$ cat src/rtl/conv_result_reader.sv
// Read-side sequencer for the convolution result bank: snapshots every result
// word on start, then streams them out lowest index first over valid/ready.
module conv_result_reader #(
  parameter int NUM_RESULTS = 4,
  parameter int WIDTH       = 8,
  parameter int IDX_W       = 2
) (
  input  logic                         clk,
  input  logic                         clr,
  input  logic                         start,
  input  logic [NUM_RESULTS*WIDTH-1:0] res_flat,
  output logic [WIDTH-1:0]             out_data,
  output logic [IDX_W-1:0]             out_idx,
  output logic                         out_valid,
  input  logic                         out_ready,
  output logic                         out_last,
  output logic                         busy,
  output logic                         done
);

  typedef enum logic [1:0] {
    IDLE,
    SEND,
    DONE
  } state_t;

  localparam logic [IDX_W-1:0] LAST_IDX = IDX_W'(NUM_RESULTS - 1);

  state_t                       r_state;
  state_t                       w_stateNext;
  logic [NUM_RESULTS*WIDTH-1:0] r_shadow;
  logic [NUM_RESULTS*WIDTH-1:0] w_shadowNext;
  logic [WIDTH-1:0]             r_data;
  logic [WIDTH-1:0]             w_dataNext;
  logic [IDX_W-1:0]             r_idx;
  logic [IDX_W-1:0]             w_idxNext;
  logic [IDX_W-1:0]             w_idxInc;
  logic                         r_valid;
  logic                         w_validNext;
  logic                         r_busy;
  logic                         w_busyNext;
  logic                         r_done;
  logic                         w_doneNext;
  logic                         w_transfer;

  assign w_idxInc   = r_idx + 1'b1;
  assign w_transfer = r_valid & out_ready;

  always_ff @(posedge clk or negedge clr) begin
    if (!clr) begin
      r_state  <= IDLE;
      r_shadow <= '0;
      r_data   <= '0;
      r_idx    <= '0;
      r_valid  <= 1'b0;
      r_busy   <= 1'b0;
      r_done   <= 1'b0;
    end else begin
      r_state  <= w_stateNext;
      r_shadow <= w_shadowNext;
      r_data   <= w_dataNext;
      r_idx    <= w_idxNext;
      r_valid  <= w_validNext;
      r_busy   <= w_busyNext;
      r_done   <= w_doneNext;
    end
  end

  // Word 0 comes straight from res_flat on the capture edge, since the shadow
  // bank only holds it from the following cycle onwards.
  always_comb begin
    w_stateNext  = r_state;
    w_shadowNext = r_shadow;
    w_dataNext   = r_data;
    w_idxNext    = r_idx;
    w_validNext  = r_valid;
    w_busyNext   = r_busy;
    w_doneNext   = 1'b0;
    case (r_state)
      IDLE: begin
        if (start) begin
          w_shadowNext = res_flat;
          w_dataNext   = res_flat[WIDTH-1:0];
          w_idxNext    = '0;
          w_validNext  = 1'b1;
          w_busyNext   = 1'b1;
          w_stateNext  = SEND;
        end
      end
      SEND: begin
        if (w_transfer) begin
          if (r_idx == LAST_IDX) begin
            w_validNext = 1'b0;
            w_busyNext  = 1'b0;
            w_doneNext  = 1'b1;
            w_stateNext = DONE;
          end else begin
            w_idxNext  = w_idxInc;
            w_dataNext = r_shadow[w_idxInc*WIDTH +: WIDTH];
          end
        end
      end
      DONE: begin
        w_stateNext = IDLE;
      end
      default: begin
        w_stateNext = IDLE;
        w_validNext = 1'b0;
        w_busyNext  = 1'b0;
      end
    endcase
  end

  assign out_data  = r_data;
  assign out_idx   = r_idx;
  assign out_valid = r_valid;
  assign out_last  = r_valid & (r_idx == LAST_IDX);
  assign busy      = r_busy;
  assign done      = r_done;

endmodule

$ cat config.mk
export PLATFORM = sky130hd
export DESIGN_NAME = conv_result_reader
export DESIGN_NICKNAME = d
export VERILOG_FILES = /design/src/rtl/conv_result_reader.sv
export SDC_FILE = /design/constraint.sdc
export NUM_CORES = 1
export LEC_CHECK = 0
export ABC_CLOCK_PERIOD_IN_PS = 1700
export CORE_AREA = 2 2 77 79
export DETAILED_ROUTE_END_ITERATION = 12
export DIE_AREA = 0 0 79 81
export PLACE_DENSITY = 0.64
export SYNTH_ARGS = -nofsm -noshare
export SYNTH_HDL_FRONTEND = slang
export SYNTH_SLANG_ARGS = --single-unit
$ cat constraint.sdc
create_clock -name clk -period 1.7 [get_ports clk]
set_input_delay 0.34 -clock clk [delete_from_list [all_inputs] [get_ports clk]]
set_output_delay 0.34 -clock clk [all_outputs]
set_load 0.01 [all_outputs]
# After elaboration in Yosys (flattened, before gate mapping)
# Cells that the tools add are included.
dict set report word_totals {
  wordCells 43
  inputBits 36
  latch_bits 0
  regBits 46
  n_memories 0
  romBits 0
  ramBits 0
  out_inout_bits 14
}
dict set report op_classes {
  n_reduce_logical 6
  add_sub_neg 1
  order_cmp 0
  n_eq_ne 7
  n_div 0
  shift 1
  muxes 19
  multipliers 0
  n_bitwise 3
}
# cell count
set ops {}
lappend ops {{indexed part select 32 x 6 -> 8 bit} 1}
lappend ops {{two-way mux 8 bit} 3}
lappend ops {{case mux 8 bit (2 select lines)} 1}
lappend ops {{two-way mux 2 bit} 6}
lappend ops {{!= test 2 bit, second input constant} 4}
lappend ops {{case mux 2 bit (2 select lines)} 2}
lappend ops {{AND reduction 4 bit} 2}
lappend ops {{two-way mux 1 bit} 6}
lappend ops {{equality test 2 bit, second input constant} 2}
lappend ops {{case mux 1 bit (3 select lines)} 1}
lappend ops {{AND reduction 3 bit} 1}
lappend ops {{adder 2 x 1 -> 2 bit, second input constant} 1}
lappend ops {{bitwise AND 1 bit} 2}
lappend ops {{equality test 2 x 1 -> 1 bit, second input constant} 1}
lappend ops {{logical NOT 2 bit} 1}
lappend ops {{AND reduction 2 bit} 1}
lappend ops {{nonzero test 2 bit} 1}
lappend ops {{NOT 1 bit} 1}

# Depth between registers and ports, before layout
dict set report depth {
  word_depth 5
  depth_mapped 6
  depth_no_buf 4
}

# Worst setup path after synthesis
# Ideal clock, no wire load.
dict set report synth_timing {
  path_kind {reg2reg}
  from {register r_idx[0], in the netlist out_idx[0]}
  to {register r_data[7], in the netlist out_data[7]}
  setup_time_ns 0.122
  required_ns 1.578
  period_less_slack_ns 1.665
  stages_incl_launch_ff 7
  path_buffers 2
  t_arrival_ns 1.544
  path_slack_ns 0.035
  path_cell_list {dfrtp_1 ha_1 buf_6 buf_8 mux2i_1 a211oi_1 a32o_1}
}
dict set report synth_via {
  elab_chain_len 5
  elab_cells_between_ends 8
  cone_classes {1 x add/sub; 2 x eq/ne; 1 x shift; 3 x mux; 1 x reduce/logical}
}
# item line
set synth_lines {}
lappend synth_lines {{start, declared} 35} ;# logic [IDX_W-1:0] r_idx;
lappend synth_lines {{start signal, assigned} 62} ;# r_idx <= w_idxNext;
lappend synth_lines {{adder 2 x 1 -> 2 bit} 46} ;# assign w_idxInc = r_idx + 1'b1;
lappend synth_lines {{indexed part select 32 x 6 -> 8 bit} 99} ;# w_dataNext = r_shadow[w_idxInc*WIDTH +: WIDTH];
lappend synth_lines {{two-way mux 8 bit} 92} ;# if (r_idx == LAST_IDX) begin
lappend synth_lines {{two-way mux 8 bit} 91} ;# if (w_transfer) begin
lappend synth_lines {{case mux 8 bit (2 select lines)} 79} ;# case (r_state)
lappend synth_lines {{end signal, assigned} 61} ;# r_data <= w_dataNext;
lappend synth_lines {{end, declared} 33} ;# logic [WIDTH-1:0] r_data;
# Parallel ways exist; a longest one is shown, timed or not. The select of a mux whose other input is x is not followed.
# A chain may end at the register's enable or synchronous reset.

# Worst setup path in the final report
dict set report layout_timing {
  from {register r_idx[1], in the netlist out_idx[1]}
  to {register r_data[1], in the netlist out_data[1]}
}
# The elaborated chain is that of the path after synthesis.

==> results.json <==
{
  "status": "complete, no violations",
  "multiInputGateArea_um2": 908,
  "hp-class": "primary input to async pin",
  "cp_slowest_stage_delay_ns": 0.39,
  "grt_max_degree": 26,
  "first_iter_violations": 66,
  "root_buffer": "clkbuf_8",
  "antenna_found_initial": 0,
  "hold_violations": 0,
  "final_cell_mix": "dfrtp_1 (46), clkdlybuf4s50_1 (45), mux2_2 (31)",
  "layout_commonest_cell": "dfrtp_1",
  "syn_nets": 196,
  "ir_worst_vdd_mv": 0.894,
  "skew_ns": 0.00309,
  "ys_seq_area_share_pct": 53.6,
  "drv_slew": 0,
  "path_max_fanout": 15,
  "seq_area_um2": 1150,
  "initial_core_util_pct": 37.8,
  "final.min_clock_period_ns": 1.63,
  "grt_pass1_vias": 1569,
  "die_w_um": 79,
  "h-tree-depth": 2,
  "clock.fmax_mhz": 612,
  "die_h_um": 81,
  "ys_ff_latch": 46,
  "p_per_area_nw_per_um2": 1810,
  "worstSetupStartpointType": "register",
  "arrival_ns": 1.82,
  "gp_congestion": 0.779,
  "coreArea_um2": 5680,
  "area_growth_pct": 35.0,
  "worst_slew_pin_slew_ns": 0.513,
  "stdcell_count": 295,
  "drive_gt1_share_pct": 30.0,
  "wl_um": 4280,
  "wire_per_inst_um": 14.5,
  "drtAntennaViolNets": 0,
  "setup_tns_ns": 0,
  "clkTransAtPathRegs_ns": 0.08,
  "maxCapViolCount": 0,
  "diodes": 0,
  "core.rowCount": 28,
  "grt_usage_pct": 15.1,
  "ys_warn_count": 0,
  "netlist_area_um2": 2150,
  "dpl.cell_count": 287,
  "firstDrtPassIters": 4,
  "syn_inst": 159,
  "crit_path_top_delay_cell": "dfrtp_1",
  "final_nets": 256,
  "num_vias": 1460,
  "cts_buffer_depth": 2,
  "worstSkewPairLatency_ns": 0.29,
  "clock-sinks": 46,
  "cts_tree": "built",
  "nFillCells": 537,
  "worstPathRequired_ns": 1.89,
  "crit_chain": "ha_2, buf_12, mux2i_1, a211oi_2, a32o_1",
  "max_slew_margin_pct": 65.8,
  "synth_cell_type_count": 26,
  "crit_type": "register to register",
  "dp_hpwl_um": 3210,
  "avgSynthCellArea_um2": 13.5,
  "critPathCaptureType": "register",
  "drcViolationCount": 0,
  "numCtsBuffers": 5,
  "post_cts_buffers": 0,
  "avgViaCountPerCell": 4.95,
  "p_leak_uw": 0.00124,
  "setup_violations": 0,
  "numPortBuffers": 49,
  "post-route-period-util_pct": 96.1,
  "die-area_um2": 6400,
  "grt_setup_unrepaired": "false",
  "grt-ovfl-total": 0,
  "num_io_pins": 50,
  "grt_first_pass_wirelength_um": 7520
}
## cell families (layout without fill, tap and decap cells)
logic type / count (synthesis) / in the layout / share of synthesized area (%)
DFF: 46 / 46 / 53.6
and+or+nand+nor: 29 / 29 / 6.71
AOI/OAI and AO/OA: 21 / 21 / 9.80
buffers and inverters: 13 / 74 / 4.49
muxes: 49 / 49 / 24.8
adders and majority gates: 1 / 1 / 0.583
## flip-flops by register name, summed over array words and instances (netlist names)
register	cells
r_shadow	32
done	1
busy	1
out_idx	2
out_data	8
r_state	2
## critical path: cells and delay by family (launching register included)
kind	cells	cell delay (ns)
AOI/OAI and AO/OA	2	0.36
muxes	1	0.24
DFF	1	0.39
adders and majority gates	1	0.36
buffers and inverters	1	0.17
## metrics by stage
| step | utilization (%) | total power [µW] | instance area [µm²] | hold WS, ns | setup WS, ns |
|---|---|---|---|---|---|
| 2_1_floorplan | - | 3720 | 2150 | 0.0444 | 0.0349 |
| 3_3_place_gp | 49.3 | 4550 | 2800 | 0.348 | -0.0468 |
| 3_5_place_dp | 49.3 | 4610 | 2800 | 0.350 | -0.0573 |
| 4_1_cts | 50.9 | 5300 | 2890 | 0.0192 | 0.0224 |
| 5_1_grt | 51.0 | 5640 | 2900 | 0.0402 | 0.00651 |
| 6_report | 51.0 | 5230 | 2900 | 0.00640 | 0.0670 |
## routing by layer
metal | GRT usage [%] | vias up | share of wire, %
met3 | 4.33 | 2 | 4.5
met2 | 25.6 | 34 | 50
met4 | 3.62 | 0 | 0.61
met1 | 19.3 | 725 | 45
met5 | 0 | - | 0
li1 | - | 699 | -
## layout make-up
class                           instances  share of cell area, %
Timing Repair Buffer                   63                   22.1
Clock buffer                            7                   2.98
Multi-Input combinational cell        100                   31.4
Sequential cell                        46                   39.7
Tap cell                               75                   3.24
Clock inverter                          1                  0.173
Inverter                                3                  0.389
## worst paths after layout
| check | from | endpoint | slack, ns | depth (start not counted) |
|---|---|---|---|---|
| min in group clk | r_shadow[5] | r_shadow[5] | 0.49 | 1 |
| hold reg to reg | r_shadow[5] | r_shadow[5] | 0.49 | 1 |
| setup reg to reg | out_idx[1] | out_data[1] | 0.07 | 5 |
| setup / recovery | out_idx[1] | out_data[1] | 0.07 | 5 |
| hold / removal | clr | r_shadow[9] | 0.006 | 1 |
| max in group asynchronous | clr | r_shadow[4] | 1.18 | 2 |
## synth_stat cells
cell type  count  area (µm²)
dfrtp_1       46        1150
mux2_2        31         349
mux2i_1       16         160
nand2_1       11        41.3
nor2_1         9        33.8
a32o_1         8        80.1
a211oi_2       7        87.6
buf_4          5        37.5
inv_1          3        11.3
nor3_1         3        15.0
buf_2          2        10.0
buf_6          2        22.5
mux2_1         2        22.5
nand2b_1       2        12.5
a211oi_1       1        7.51
a21boi_0       1        7.51
a21o_1         1        7.51
a22o_1         1        8.76
and3b_1        1        8.76
buf_8          1        15.0
ha_1           1        12.5
nand4b_1       1        8.76
nor2_4         1        11.3
nor3b_2        1        12.5
o21ai_0        1        5.00
o22ai_1        1        6.26
## what timing repair did
item | in CTS | in global routing
resized for setup | 2 | 6
hold buffers | 0 | 0
setup endpoints to repair | 1 | 5
cloned | 0 | 0
## where the power goes
group          total (µW)  switching (µW)  leakage [µW]  internal, µW
Sequential           1930             298      0.000546          1640
Clock                 671             343     0.0000482           328
Combinational        2630            1100      0.000648          1520
(Power assumes the default switching activity.)
